File: config.mk
export PLATFORM = sky130hd
export DESIGN_NAME = alu_op_sequencer_flat
export DESIGN_NICKNAME = d
export VERILOG_FILES = /design/src/rtl/alu_op_sequencer_pkg.sv /design/src/rtl/alu_op_sequencer_if.sv /design/src/rtl/alu_op_sequencer_muldiv_iter.sv /design/src/rtl/alu_op_sequencer.sv /design/src/flat_wrapper.sv
export SDC_FILE = /design/constraint.sdc
export NUM_CORES = 1
export LEC_CHECK = 0
export CAP_MARGIN = 20
export CORE_UTILIZATION = 18
export DETAILED_ROUTE_END_ITERATION = 8
export PLACE_DENSITY = 0.81
export SLEW_MARGIN = 5
export SYNTH_ARGS = -nofsm -noshare
export SYNTH_HDL_FRONTEND = slang
export SYNTH_HIERARCHICAL = 1
export SYNTH_SLANG_ARGS = --single-unit
File: constraint.sdc
create_clock -name clk -period 0.82 [get_ports clk]
set_input_delay 0.246 -clock clk [delete_from_list [all_inputs] [get_ports clk]]
set_output_delay 0.246 -clock clk [all_outputs]
set_load 0.02 [all_outputs]
File: src/rtl/alu_op_sequencer_pkg.sv
// alu_op_sequencer_pkg: shared ALU op codes, opcode/funct constants, FSM states and the ALU-op decoder
package alu_op_sequencer_pkg;
  localparam logic [3:0] ALUADD  = 4'd0;
  localparam logic [3:0] ALUSUB  = 4'd1;
  localparam logic [3:0] ALUXOR  = 4'd2;
  localparam logic [3:0] ALUOR   = 4'd3;
  localparam logic [3:0] ALUAND  = 4'd4;
  localparam logic [3:0] ALUSLL  = 4'd5;
  localparam logic [3:0] ALUSRL  = 4'd6;
  localparam logic [3:0] ALUSRA  = 4'd7;
  localparam logic [3:0] ALUSLT  = 4'd8;
  localparam logic [3:0] ALUSLTU = 4'd9;
  localparam logic [6:0] RTYPE     = 7'b0110011;
  localparam logic [6:0] ITYPE_ALU = 7'b0010011;
  localparam logic [6:0] BRANCH    = 7'b1100011;
  localparam logic [6:0] MULDIV    = 7'b0000001;
  localparam logic [2:0] F3_ADDSUB = 3'b000;
  localparam logic [2:0] F3_SLL    = 3'b001;
  localparam logic [2:0] F3_SLT    = 3'b010;
  localparam logic [2:0] F3_SLTU   = 3'b011;
  localparam logic [2:0] F3_XOR    = 3'b100;
  localparam logic [2:0] F3_SR     = 3'b101;
  localparam logic [2:0] F3_OR     = 3'b110;
  localparam logic [2:0] F3_AND    = 3'b111;
  localparam logic [2:0] F3_MUL    = 3'b000;
  localparam logic [2:0] F3_MULH   = 3'b001;
  localparam logic [2:0] F3_MULHSU = 3'b010;
  localparam logic [2:0] F3_MULHU  = 3'b011;
  localparam logic [2:0] F3_DIV    = 3'b100;
  localparam logic [2:0] F3_DIVU   = 3'b101;
  localparam logic [2:0] F3_REM    = 3'b110;
  localparam logic [2:0] F3_REMU   = 3'b111;
  typedef enum logic [1:0] {MD_IDLE, MD_CALC, MD_DONE} md_state_e;
  function automatic logic [3:0] alu_f3(input logic [2:0] f3, input logic alt);
    case (f3)
      F3_ADDSUB: return alt ? ALUSUB : ALUADD;
      F3_SLL:    return ALUSLL;
      F3_SLT:    return ALUSLT;
      F3_SLTU:   return ALUSLTU;
      F3_XOR:    return ALUXOR;
      F3_SR:     return alt ? ALUSRA : ALUSRL;
      F3_OR:     return ALUOR;
      default:   return ALUAND;
    endcase
  endfunction
  // immediate ALU ops only honour bit30 for the right-shift pair
  function automatic logic [3:0] decode_aluop(input logic [31:0] i);
    case (i[6:0])
      RTYPE:     return alu_f3(i[14:12], i[30]);
      ITYPE_ALU: return alu_f3(i[14:12], i[30] && i[14:12] == F3_SR);
      BRANCH:    return i[14] ? (i[13] ? ALUSLTU : ALUSLT) : ALUSUB;
      default:   return ALUADD;
    endcase
  endfunction
endpackage

File: src/rtl/alu_op_sequencer_if.sv
// alu_op_sequencer_if: decode-side handshake, operands, flush and ALU/muldiv results
// master = upstream/decode driver, slave = alu_op_sequencer
interface alu_op_sequencer_if #(parameter int IWIDTH = 32, parameter int XLEN = 32, parameter int AWIDTH = 4);
  logic in_valid, in_ready, flush, aluop_valid, md_valid, busy, illegal;
  logic [IWIDTH-1:0] instruction;
  logic [XLEN-1:0] rs1_data, rs2_data, md_result;
  logic [AWIDTH-1:0] aluop;
  modport master(output in_valid, instruction, rs1_data, rs2_data, flush,
                 input in_ready, aluop, aluop_valid, md_valid, md_result, busy, illegal);
  modport slave(input in_valid, instruction, rs1_data, rs2_data, flush,
                output in_ready, aluop, aluop_valid, md_valid, md_result, busy, illegal);
endinterface

File: src/rtl/alu_op_sequencer_muldiv_iter.sv
// muldiv_iter: iterative RV32M engine (shift-add multiply, restoring divide) on operand magnitudes
// ports: start/f3/a/b launch an op, flush aborts, done pulses with result, busy while iterating
// only built when MULDIV_EN is defined
`ifdef MULDIV_EN
module muldiv_iter
  import alu_op_sequencer_pkg::*;
#(parameter int XLEN = 32) (
  input  logic            clk,
  input  logic            rst,
  input  logic            start,
  input  logic            flush,
  input  logic [2:0]      f3,
  input  logic [XLEN-1:0] a,
  input  logic [XLEN-1:0] b,
  output logic            done,
  output logic            busy,
  output logic [XLEN-1:0] result
);
  localparam int CW = $clog2(XLEN);
  md_state_e state, state_n;
  logic [CW-1:0] cnt;
  logic [2:0] op;
  logic neg, a_neg, b_neg, div0, ovf, special;
  logic [XLEN-1:0] mb, div_sel, fin, spec_res;
  logic [XLEN:0] sum, shifted, diff;
  logic [2*XLEN-1:0] p, p_step, p_neg;
  always_comb begin
    a_neg = (f3 inside {F3_MULH, F3_MULHSU, F3_DIV, F3_REM}) && a[XLEN-1];
    b_neg = (f3 inside {F3_MULH, F3_DIV, F3_REM}) && b[XLEN-1];
    div0 = f3[2] && b == '0;
    ovf = f3[2] && !f3[0] && a == {1'b1, {(XLEN-1){1'b0}}} && b == '1;
    special = div0 || ovf;
    spec_res = div0 ? (f3[1] ? a : '1) : (f3[1] ? '0 : a);
    // p holds {accumulator/remainder, multiplier/dividend->quotient}
    sum = {1'b0, p[2*XLEN-1:XLEN]} + (p[0] ? {1'b0, mb} : '0);
    shifted = {p[2*XLEN-1:XLEN], p[XLEN-1]};
    diff = shifted - {1'b0, mb};
    p_step = op[2] ? (diff[XLEN] ? {shifted[XLEN-1:0], p[XLEN-2:0], 1'b0} : {diff[XLEN-1:0], p[XLEN-2:0], 1'b1})
                   : {sum, p[XLEN-1:1]};
    p_neg = neg ? -p_step : p_step;
    div_sel = op[1] ? p_step[2*XLEN-1:XLEN] : p_step[XLEN-1:0];
    fin = op[2] ? (neg ? -div_sel : div_sel) : (op == F3_MUL ? p_neg[XLEN-1:0] : p_neg[2*XLEN-1:XLEN]);
    state_n = flush ? MD_IDLE : start ? (special ? MD_DONE : MD_CALC)
            : state == MD_CALC ? (cnt == '0 ? MD_DONE : MD_CALC) : MD_IDLE;
  end
  always_ff @(posedge clk or posedge rst) begin
    if (rst) begin
      state <= MD_IDLE;
      cnt <= '0;
      op <= '0;
      neg <= 1'b0;
      mb <= '0;
      p <= '0;
      result <= '0;
    end else begin
      state <= state_n;
      if (start) begin
        op <= f3;
        neg <= f3[2] && f3[1] ? a_neg : a_neg ^ b_neg;
        mb <= b_neg ? -b : b;
        p <= {{XLEN{1'b0}}, a_neg ? -a : a};
        cnt <= CW'(XLEN - 1);
        if (special) result <= spec_res;
      end else if (state == MD_CALC) begin
        p <= p_step;
        cnt <= cnt - CW'(1);
        if (cnt == '0 && !flush) result <= fin;
      end
    end
  end
  assign done = state == MD_DONE && !flush;
  assign busy = state == MD_CALC;
endmodule
`endif

File: src/rtl/alu_op_sequencer.sv
// alu_op_sequencer: decodes R/I/branch/RV32M instructions to ALU op codes and sequences M ops
// ports: clk, rst (async, active-high), bus (alu_op_sequencer_if.slave)
// MULDIV_EN: when defined M ops run on muldiv_iter; otherwise they pulse illegal and decode as ADD
module alu_op_sequencer
  import alu_op_sequencer_pkg::*;
#(parameter int IWIDTH = 32, parameter int XLEN = 32, parameter int AWIDTH = 4) (
  input logic clk,
  input logic rst,
  alu_op_sequencer_if.slave bus
);
  logic is_m, accept;
  logic [3:0] code;
  assign is_m = bus.instruction[6:0] == RTYPE && bus.instruction[31:25] == MULDIV;
  assign accept = bus.in_valid && bus.in_ready && !bus.flush;
  assign code = decode_aluop(bus.instruction[31:0]);
`ifdef MULDIV_EN
  muldiv_iter #(.XLEN(XLEN)) u_md (
    .clk(clk), .rst(rst), .start(accept && is_m), .flush(bus.flush), .f3(bus.instruction[14:12]),
    .a(bus.rs1_data), .b(bus.rs2_data), .done(bus.md_valid), .busy(bus.busy), .result(bus.md_result)
  );
  assign bus.in_ready = !bus.busy;
  assign bus.illegal = 1'b0;
  always_ff @(posedge clk or posedge rst) begin
    if (rst) begin
      bus.aluop <= AWIDTH'(ALUADD);
      bus.aluop_valid <= 1'b0;
    end else begin
      bus.aluop_valid <= accept && !is_m;
      if (accept && !is_m) bus.aluop <= AWIDTH'(code);
    end
  end
`else
  logic unused_ops;
  assign unused_ops = ^{bus.rs1_data, bus.rs2_data};
  assign bus.in_ready = 1'b1;
  assign bus.md_valid = 1'b0;
  assign bus.md_result = '0;
  assign bus.busy = 1'b0;
  always_ff @(posedge clk or posedge rst) begin
    if (rst) begin
      bus.aluop <= AWIDTH'(ALUADD);
      bus.aluop_valid <= 1'b0;
      bus.illegal <= 1'b0;
    end else begin
      bus.aluop_valid <= accept;
      bus.illegal <= accept && is_m;
      if (accept) bus.aluop <= AWIDTH'(is_m ? ALUADD : code);
    end
  end
`endif
endmodule

File: src/flat_wrapper.sv
// flat-port wrapper written by rule: the top's interface ports become plain ports
module alu_op_sequencer_flat import alu_op_sequencer_pkg::*;
#(parameter int IWIDTH = 32, parameter int XLEN = 32, parameter int AWIDTH = 4)
  (clk, rst, bus_in_valid, bus_instruction, bus_rs1_data, bus_rs2_data, bus_flush, bus_in_ready, bus_aluop, bus_aluop_valid, bus_md_valid, bus_md_result, bus_busy, bus_illegal);
  alu_op_sequencer_if #(.IWIDTH(IWIDTH), .XLEN(XLEN), .AWIDTH(AWIDTH)) bus_i ();
  input logic clk;
  input logic rst;
  input wire logic [$bits(bus_i.in_valid)-1:0] bus_in_valid;
  input wire logic [$bits(bus_i.instruction)-1:0] bus_instruction;
  input wire logic [$bits(bus_i.rs1_data)-1:0] bus_rs1_data;
  input wire logic [$bits(bus_i.rs2_data)-1:0] bus_rs2_data;
  input wire logic [$bits(bus_i.flush)-1:0] bus_flush;
  output wire logic [$bits(bus_i.in_ready)-1:0] bus_in_ready;
  output wire logic [$bits(bus_i.aluop)-1:0] bus_aluop;
  output wire logic [$bits(bus_i.aluop_valid)-1:0] bus_aluop_valid;
  output wire logic [$bits(bus_i.md_valid)-1:0] bus_md_valid;
  output wire logic [$bits(bus_i.md_result)-1:0] bus_md_result;
  output wire logic [$bits(bus_i.busy)-1:0] bus_busy;
  output wire logic [$bits(bus_i.illegal)-1:0] bus_illegal;
  assign bus_i.in_valid = bus_in_valid;
  assign bus_i.instruction = bus_instruction;
  assign bus_i.rs1_data = bus_rs1_data;
  assign bus_i.rs2_data = bus_rs2_data;
  assign bus_i.flush = bus_flush;
  assign bus_in_ready = bus_i.in_ready;
  assign bus_aluop = bus_i.aluop;
  assign bus_aluop_valid = bus_i.aluop_valid;
  assign bus_md_valid = bus_i.md_valid;
  assign bus_md_result = bus_i.md_result;
  assign bus_busy = bus_i.busy;
  assign bus_illegal = bus_i.illegal;
  alu_op_sequencer #(.IWIDTH(IWIDTH), .XLEN(XLEN), .AWIDTH(AWIDTH)) u_core (.clk(clk), .rst(rst), .bus(bus_i));
endmodule
---- Yosys cells after proc, flatten, opt, wreduce, memory -nomap -nowiden ----
Index checks and enable logic that the tools add are counted.
storage, ports and cells
  bits in latches ......................... 0
  memory bits (writable) .................. 0
  input bits .............................. 100
  register bits after elaboration ......... 6
  ROM bits ................................ 0
  memories kept ........................... 0
  word-level logic and storage cells ...... 29
operators by class
  equal/unequal tests ..................... 10
  bitwise logic cells ..................... 0
  reductions and logical operators ........ 6
  $lt $le $gt $ge ......................... 0
  mux-type cells .......................... 10
  shift operators ......................... 0
  divide/modulo/power cells ............... 0
  multiply operators ...................... 0
  add/subtract/negate cells ............... 0
operators by type and width
  operator            count
  $pmux 4 s7          2
  $pmux 4 s3          1
  $eq 3x3->1 const B  3
  $mux 4              2
  $eq 7x1->1 const B  1
  $eq 7x5->1 const B  1
  $eq 7x6->1 const B  1
  $eq 7x7->1 const B  1
  $eq 3x2->1 const B  2
  $mux 1              5
  $logic_and 1x1->1   4
  $eq 3x1->1 const B  1
  $logic_not 3->1     1
  $logic_not 1->1     1

---- Logic depth before layout (Yosys ltp) ----
Gate-level depths: netlist of the first run.
  word-level depth ........................ 6
  mapped depth ............................ 5
  gate-level depth less buffers ........... 5

---- Worst setup path before layout of the first run ----
Ideal clock, no wire load.
  path type ............................... input to register
  from .................................... input bus_instruction[27]
  to ...................................... register u_core.bus.aluop[0]
  path slack .............................. -0.295 ns
  data arrival time ....................... 0.994 ns
  library setup time ...................... 0.121 ns
  stages .................................. 5
  cell sequence ........................... nor4_1 nand2_1 o21bai_2 a211oi_1 a22o_1
between the ends
  cells in the longest elaborated chain, start to end .. 3
RTL lines
  element               RTL line                   source
  start, declared       flat_wrapper.sv:9          input wire logic [$bits(bus_i.instruction)-1:0] bus_instruction;
  $eq 7x1->1            alu_op_sequencer.sv:13     assign is_m = bus.instruction[6:0] == RTYPE && bus.instruction[31:25] == MULDIV;
  $logic_and 1x1->1     alu_op_sequencer.sv:13
  $mux 4                alu_op_sequencer.sv:47     if (accept) bus.aluop <= AWIDTH'(is_m ? ALUADD : code);
  end signal, assigned  alu_op_sequencer.sv:41     bus.aluop <= AWIDTH'(ALUADD);
  end signal, assigned  alu_op_sequencer.sv:47
  end, declared         alu_op_sequencer_if.sv:11  output in_ready, aluop, aluop_valid, md_valid, md_result, busy, illegal);
No other way between the ends.
A chain may end at the register's enable or synchronous reset.

---- Final worst setup path of the first run ----
  from .................................... register u_core.bus.aluop[0]
  to ...................................... output bus_aluop[0]
RTL lines
  element        RTL line            source
  end, declared  flat_wrapper.sv:14  output wire logic [$bits(bus_i.aluop)-1:0] bus_aluop;
No word-level cell between the ends.

==> results_dict.tcl, run 1 <==
set metrics [dict create \
    antenna_found_initial 0 \
    clockBufferDepth 2 \
    synth_edf_count 0 \
    cts_buffers 3 \
    die_h_um 61.1 \
    gr-usage-all-layers_pct 8.34 \
    vias 587 \
    rsz0062_at_grt "yes" \
    async_reset_ff_share_pct 100 \
    path_cells "buf_6" \
    worst_slack_ns -0.199 \
    yosys_warnings 6 \
    max_freq_ghz 0.982 \
    dp_hpwl_um 1160 \
    synthesis.area_um2 629 \
    fin_util_pct 32.0 \
    cap_violations 0 \
    grt_pass1_vias 531 \
    cp-end-kind "output port" \
    wl_um 1580 \
    period_share_pct 124 \
    clock_skew_ns 0 \
    worstSetupStartpointType "register" \
    wl_met1_um 502 \
    synth_area_leader_cell "buf_4" \
    first_pass_iters 4 \
    status "finished with violations" \
    drv_slew 0 \
    hp-class "in2async" \
    diodes 0 \
    grt_pass1_wl_um 2150 \
    routedWlPerCell_um 9.51 \
    reg2reg_from "u_core/bus.aluop[2]$_DFFE_PP0P_" \
    dieArea_mm2 0.00374 \
    die_x_um 61.1 \
    antenna_left 0 \
    wl_met3_um 134 \
    arrival_ns 0.77 \
    synth_cell_types 24 \
    synthFlopType "dfrtp_1" \
    nets 222 \
    initial_utilization_pct 18.9 \
    grt_max_degree 9 \
    synthCells 79 \
    critPathMaxStageDelay_ns 0.39 \
    post-route-min-period_ns 1.02 \
    cts_tree "done" \
    grt_overflow 0 \
    synth_most_common_cell "buf_4" \
    first_iter_violations 18 \
    clk-insertion-delay-late_ns 0.24 \
    fp.coreArea_mm2 0.00334 \
    cp.required_ns 0.57 \
    rr_worst_depth 4 \
    vias_per_cell 3.54 \
    synth_area_leaders "buf_4 42%, dfrtp_1 24%, nor4bb_1 3.2%" \
    cts_root_buffer "clkbuf_4" \
    port_buffers 26 \
    worstSetupPathType "reg2out" \
    ir_worst_vdd_uv 239 \
    power.density_mw_per_mm2 894 \
    ctsHtreeMaxLevel 1 \
    route.met2.wl_um 912 \
    cpMaxStageDelayCell "dfrtp_1" \
    drc 0 \
    fin_total_pwr_w 0.000956 \
    seq_area_frac_synth_pct 23.9 \
    hold_violations 0 \
    leakage_nw 0.548 \
    highest_layer "met4" \
    cts.clk_slew.worst_paths_ns 0.04 \
    worstReg2RegEnd "u_core/bus.aluop[2]$_DFFE_PP0P_" \
    globalplace.congestion 0.818 \
    synth_commonest_cells "35 x buf_4, 6 x dfrtp_1, 5 x inv_1, 5 x nand2_1" \
    rows 21 \
    syn2layout_area_growth_pct 69.8 \
    ys_ff_latch 6 \
    finalSetupViolCount 11 \
    synth_top_area_share_pct 41.7 \
    cts.sinks 6 \
    postSynthAreaPerCell_um2 7.97 \
    r2r_setup_slack_ns -0.05 \
    violations "setup timing" \
    drive_gt1_share_pct 45.8 \
    cp_max_fo 2 \
    io_pins 141 \
    crit_family "flip-flops" \
    cp.buffers_inverters 1 \
]
## cells by family after synthesis
group                  Yosys count  share of synthesized area (%)
buffers and inverters           41                           45.3
flip-flops                       6                           23.9
AND/OR/NAND/NOR                 16                           14.1
AO/OA/AOI/OAI                   14                           15.5
other                            2                           1.19
## how the worst max path moves through the flow
stage | startpoint | to | slack (ns) | cells after the start
global placement | bus_instruction[25] | u_core/bus.aluop[0]$_DFFE_PP0P_ | -0.79 | 6
finish | u_core/bus.aluop[0]$_DFFE_PP0P_ | bus_aluop[0] | -0.20 | 1
floorplan | bus_instruction[26] | u_core/bus.aluop[0]$_DFFE_PP0P_ | -0.28 | 5
detailed placement | bus_instruction[25] | u_core/bus.aluop[0]$_DFFE_PP0P_ | -0.80 | 6
global route | u_core/bus.aluop[0]$_DFFE_PP0P_ | bus_aluop[0] | -0.22 | 1
CTS | u_core/bus.aluop[0]$_DFFE_PP0P_ | bus_aluop[0] | -0.21 | 1
## layer usage
layer  vias to the layer above  track usage, %
met4                         0            7.79
li1                        278               -
met3                         2            2.73
met1                       273            6.31
met2                        34            16.1
met5                         -               0
## final cells by class
| cell class | instances | area [um^2] |
|---|---|---|
| fillers | 358 | 2270 |
| multi-input cells | 65 | 443 |
| repair buffers | 41 | 377 |
| flip-flops and latches | 6 | 150 |
| well taps | 46 | 57.6 |
| clock buffers | 3 | 22.5 |
| inverters | 5 | 18.8 |
## registers in the layout, indices dropped and copies added (netlist names)
name	count
u_core/bus.aluop_valid	1
u_core/bus.illegal	1
u_core/bus.aluop	4
## power breakdown
group	leakage (nW)	switching [W]	internal, W	total, W
registers	0.0827	0.00000193	0.000301	0.000303
logic	0.452	0.000247	0.000140	0.000387
clock network	0.0138	0.000101	0.000165	0.000266
total	0.548	0.000349	0.000606	0.000956
## placed cells by master, fill, tap and decap left out, types with 2 or more instances in the layout
master,instances
conb_1,35
a21oi_1,2
clkdlybuf4s15_1,3
nand2_2,2
nand2_1,3
buf_4,9
nor4_4,2
nor2_4,2
clkbuf_2,3
inv_1,4
nand2b_4,2
buf_2,4
dfrtp_1,6
clkbuf_4,3
o21ai_1,2
buf_6,19
## through the flow
stage	area (um^2)	setup slack, ns	hold slack, ns	std cells	setup TNS, ns
2_1_floorplan	771	-0.284	0.0370	112	-0.634
3_5_place_dp	896	-0.796	0.468	158	-6.22
3_3_place_gp	896	-0.792	0.464	158	-6.14
6_report	1070	-0.199	0.229	166	-1.51
4_1_cts	1030	-0.209	0.227	165	-1.75
5_1_grt	1070	-0.224	0.247	166	-1.81
## what timing repair did
action,CTS,global route
resized for setup,110,15
pin swaps,15,11
endpoints found under the setup margin,12,11
hold endpoints to repair,0,0
buffers inserted,4,1
hold buffers,0,0
Power figures use the tool's default switching activity.
==> run 2: changes to the inputs <==
Settings changed: CORE_UTILIZATION 18 to 16, PLACE_DENSITY 0.81 to 0.76.
Clock period 0.82 ns to 0.9 ns, I/O delays scaled along.
==> results_dict.tcl, run 2 (synthesis results as in run 1) <==
set metrics [dict create \
    rsz0062_at_grt "yes" \
    hold_violations 0 \
    ir_worst_vdd_uv 251 \
    critPathMaxStageDelay_ns 0.28 \
    cts_tree "done" \
    r2r_setup_slack_ns -0.03 \
    ctsHtreeMaxLevel 1 \
    path_cells "buf_6 -> nor4bb_4 -> nand2_2 -> o21bai_4 -> a211oi_2 -> a22o_1" \
    arrival_ns 1.15 \
    fp.coreArea_mm2 0.00372 \
    clock_skew_ns 0 \
    crit_family "simple AND/OR/NAND/NOR gates" \
    die_h_um 64.7 \
    status "finished with violations" \
    rr_worst_depth 3 \
    setup_tns_ns -0.971 \
    reg2reg_from "u_core/bus.aluop[0]$_DFFE_PP0P_" \
    diodes 0 \
    routedWlPerCell_um 9.00 \
    cp-end-kind "register" \
    cp_max_fo 2 \
    place_area_um2 913 \
    antenna_found_initial 0 \
    grt_pass1_wl_um 2140 \
    worstReg2RegEnd "u_core/bus.aluop[0]$_DFFE_PP0P_" \
    reg_top3 "u_core/bus.aluop (4), u_core/bus.aluop_valid (1), u_core/bus.illegal (1)" \
    vias_per_cell 3.46 \
    vias 584 \
    cts_root_buffer "clkbuf_8" \
    clk-insertion-delay-late_ns 0.22 \
    first_pass_iters 4 \
    leakage_nw 0.571 \
    mostFrequentLayoutCells "35 x conb_1, 17 x buf_6, 12 x buf_4, 6 x clkdlybuf4s15_1, 6 x dfrtp_1" \
    period_share_pct 115 \
    globalplace.congestion 0.748 \
    largest_reg_flops 4 \
    violations "setup timing" \
    power.density_mw_per_mm2 941 \
    fin_area_mm2 0.00110 \
    io_pins 141 \
    worst_slack_ns -0.138 \
    cap_violations 0 \
    max_freq_ghz 0.963 \
    die_x_um 64.7 \
    final_common_cell "conb_1" \
    dp_hpwl_um 1130 \
    cp.required_ns 1.01 \
    grt_max_degree 9 \
    cpMaxStageDelayCell "nor4bb_4" \
    dp_slack_ns -0.798 \
    rows 22 \
    hold_buffers 0 \
    gr-usage-all-layers_pct 7.07 \
    grt_pass1_vias 492 \
    cts.clk_slew.worst_paths_ns 0.04 \
    dieArea_mm2 0.00419 \
    finalSetupViolCount 11 \
    hp-class "in2async" \
    wl_um 1520 \
    top_register "u_core/bus.aluop" \
    nets 223 \
    syn2layout_area_growth_pct 74.8 \
    cts.sinks 6 \
    post-route-min-period_ns 1.04 \
    crit_cells 6 \
    grt_overflow 0 \
    first_iter_violations 9 \
    initial_utilization_pct 16.9 \
    drv_slew 0 \
    cp.buffers_inverters 1 \
    drc 0 \
    worstSetupStartpointType "primary input" \
    fin_hold_ws_ns 0.260 \
    drive_gt1_share_pct 41.3 \
    worstSetupPathType "in2reg" \
    port_buffers 26 \
    clockBufferDepth 2 \
    cts_buffers 3 \
    antenna_left 0 \
]
## run 2: worst max path at each step
stage / from / to / slack, ns
after floorplan: bus_instruction[26] / u_core/bus.aluop[0]$_DFFE_PP0P_ / -0.23
after CTS: bus_instruction[31] / u_core/bus.aluop[0]$_DFFE_PP0P_ / -0.16
final: bus_instruction[28] / u_core/bus.aluop[0]$_DFFE_PP0P_ / -0.14
after detailed placement: bus_instruction[5] / u_core/bus.aluop[0]$_DFFE_PP0P_ / -0.80
after global placement: bus_instruction[5] / u_core/bus.aluop[0]$_DFFE_PP0P_ / -0.74
after global routing: bus_instruction[28] / u_core/bus.aluop[0]$_DFFE_PP0P_ / -0.18
## run 2: cell type report
cell class	count	area (um^2)
Inverter	5	18.8
Multi-Input combinational cell	65	433
Timing Repair Buffer	42	397
Tap cell	48	60.1
Clock buffer	3	41.3
Sequential cell	6	150
Fill cell	401	2620
## run 2: stage by stage
step | std cells | utilization [%] | total power (W)
floorplan | 112 | - | 0.000574
global placement | 162 | 24.6 | 0.000587
detailed placement | 162 | 24.6 | 0.000590
CTS | 167 | 27.8 | 0.00101
global route | 169 | 29.6 | 0.00108
finish | 169 | 29.6 | 0.00103
## run 2: repair_timing
action / CTS / global route
setup endpoints to repair: 12 / 12
pin swaps: 14 / 14
cloned: 0 / 0
resized for setup: 99 / 18
buffers inserted: 2 / 2
## run 2: metal layers
layer / track usage (%) / share of wire [%] / vias up
met5: 0 / 0 / -
met4: 5.83 / 2.8 / 0
met3: 2.29 / 8.5 / 4
met2: 13.2 / 58 / 35
met1: 6.01 / 31 / 268
li1: - / - / 277
## run 2: power breakdown
group          switching, W  internal (W)
Combinational      0.000222      0.000131
Clock              0.000118      0.000287
Sequential       0.00000173      0.000275
Total              0.000341      0.000693
==> RTL change: new RTL, settings of run 2 <==
`AWIDTH` is set to 4 in 3 places; all go to 5.
--- a/src/rtl/alu_op_sequencer_if.sv
+++ b/src/rtl/alu_op_sequencer_if.sv
@@ -1,5 +1,5 @@
 // alu_op_sequencer_if: decode-side handshake, operands, flush and ALU/muldiv results
 // master = upstream/decode driver, slave = alu_op_sequencer
-interface alu_op_sequencer_if #(parameter int IWIDTH = 32, parameter int XLEN = 32, parameter int AWIDTH = 4);
+interface alu_op_sequencer_if #(parameter int IWIDTH = 32, parameter int XLEN = 32, parameter int AWIDTH = 5);
   logic in_valid, in_ready, flush, aluop_valid, md_valid, busy, illegal;
   logic [IWIDTH-1:0] instruction;
--- a/src/rtl/alu_op_sequencer.sv
+++ b/src/rtl/alu_op_sequencer.sv
@@ -4,5 +4,5 @@
 module alu_op_sequencer
   import alu_op_sequencer_pkg::*;
-#(parameter int IWIDTH = 32, parameter int XLEN = 32, parameter int AWIDTH = 4) (
+#(parameter int IWIDTH = 32, parameter int XLEN = 32, parameter int AWIDTH = 5) (
   input logic clk,
   input logic rst,
--- a/src/flat_wrapper.sv
+++ b/src/flat_wrapper.sv
@@ -1,5 +1,5 @@
 // flat-port wrapper written by rule: the top's interface ports become plain ports
 module alu_op_sequencer_flat import alu_op_sequencer_pkg::*;
-#(parameter int IWIDTH = 32, parameter int XLEN = 32, parameter int AWIDTH = 4)
+#(parameter int IWIDTH = 32, parameter int XLEN = 32, parameter int AWIDTH = 5)
   (clk, rst, bus_in_valid, bus_instruction, bus_rs1_data, bus_rs2_data, bus_flush, bus_in_ready, bus_aluop, bus_aluop_valid, bus_md_valid, bus_md_result, bus_busy, bus_illegal);
   alu_op_sequencer_if #(.IWIDTH(IWIDTH), .XLEN(XLEN), .AWIDTH(AWIDTH)) bus_i ();
Ports: changed (resized bus_aluop); port bits go from 141 to 142. The function was not compared with the original's and may differ.
==> RTL change against run 2 <==
The flow still finishes with violations (setup timing). Synthesized area rose by 1.2%. Setup slack got worse by 0.015 ns. Clock skew did not move. Critical endpoint unchanged. Sequential cell count did not move. Global-route usage fell by 0.11 points. Power fell by 4.4%. Count of clock-buffer cells in the layout did not move. Cell area fell by 7.8%. Routed wire length fell by 6.6%. Sequential power barely moved.
==> RTL change: results (changes against run 2) <==
* Outcome: finished, violations left (unchanged)
* Failing checks: setup timing (unchanged)
* Dpl hpwl at 1060 um (was 1130 um)
* Share of layout cells above drive strength 1 at 0.378 (was 0.413)
* Max FO, Critical Path at 3 (was 2)
* Design Area, Final at 0.00101 mm^2 (was 0.00110 mm^2)
* Worst VDD drop at 0.277 mV (was 0.251 mV)
* Comb power at 313 uW (was 353 uW)
* Net count, final at 221 (was 223)
* Pre-antenna DRT Iters at 2 (was 4)
* Number of global-route vias before repair at 518 (was 492)
* Fraction of standard cell area in multi-input logic at 0.406 (was 0.394)
* Slowest stage cell, crit path: dlygate4sd2_1 (was nor4bb_4)
* Top cells by count, synth: 36 x buf_4, 6 x dfrtp_1, 5 x inv_1, 5 x nand2_1 (was 35 x buf_4, 6 x dfrtp_1, 5 x inv_1, 5 x nand2_1)
* Power Total at 989 uW (was 1.03 mW)
* Switching share of power at 0.331 (was 0.330)
* Vias per cell at 3.41 (was 3.46)
* Critical Path Max Stage Delay at 0.24 ns (was 0.28 ns)
* Top cell type's share of synthesized area at 0.424 (was 0.417)
* Leakage at 0.525 nW (was 0.571 nW)
* Family with the most delay on the worst path: compound AO/OA/AOI/OAI gates (was simple AND/OR/NAND/NOR gates)
* Placed insts at 160 (was 162)
* Top post-synthesis cells by area: buf_4 42%, dfrtp_1 24%, nor4bb_1 3.1% (was buf_4 42%, dfrtp_1 24%, nor4bb_1 3.2%)
* Multi-input gates at 67 (was 65)
* All-layer global routing usage at 0.0695 (was 0.0707)
* Count of final setup violators at 11 (unchanged)
* Final worst slack at -0.154 ns (was -0.138 ns)
* DR iter-0 viols at 14 (was 9)
* Routed vias at 570 (was 584)
* Final TNS setup at -1.03 ns (was -0.971 ns)
* DIE WIDTH at 65.1 um (was 64.7 um)
==> RTL change: cell count changes in the layout (fill, tap and decap cells not counted), sizes merged <==
cell | run 2 | this run
dlygate4sd2 | 2 | 7
nand2b | 2 | 3
dlymetal6s2s | 1 | 0
clkdlybuf4s15 | 6 | 2
buf | 30 | 26
conb | 35 | 36
==> RTL change: timing repair <==
action,4_1_cts,5_1_grt
endpoints found under the setup margin,12,11
setup buffers,2,1
resized for setup,94,8
gates cloned,1,0
pin swaps,10,5
==> RTL change: kinds of logic after synthesis <==
group / Yosys count / share of synthesized area
flops: 6 / 0.236
other cells: 2 / 0.0118
buf+inv: 42 / 0.460
simple gates: 16 / 0.139
compound gates: 14 / 0.153
==> RTL change: metal layers <==
layer  share of wire  global-route usage
met1            0.29              0.0580
met3           0.089              0.0208
met5               0                   0
met4           0.012              0.0408
met2            0.61               0.141
==> RTL change: worst register-to-register path, cell delays in order, from the launching register on <==
cell     delay [ns]
dfrtp_1        0.37
buf_4          0.13
buf_4          0.12
a22o_1         0.19
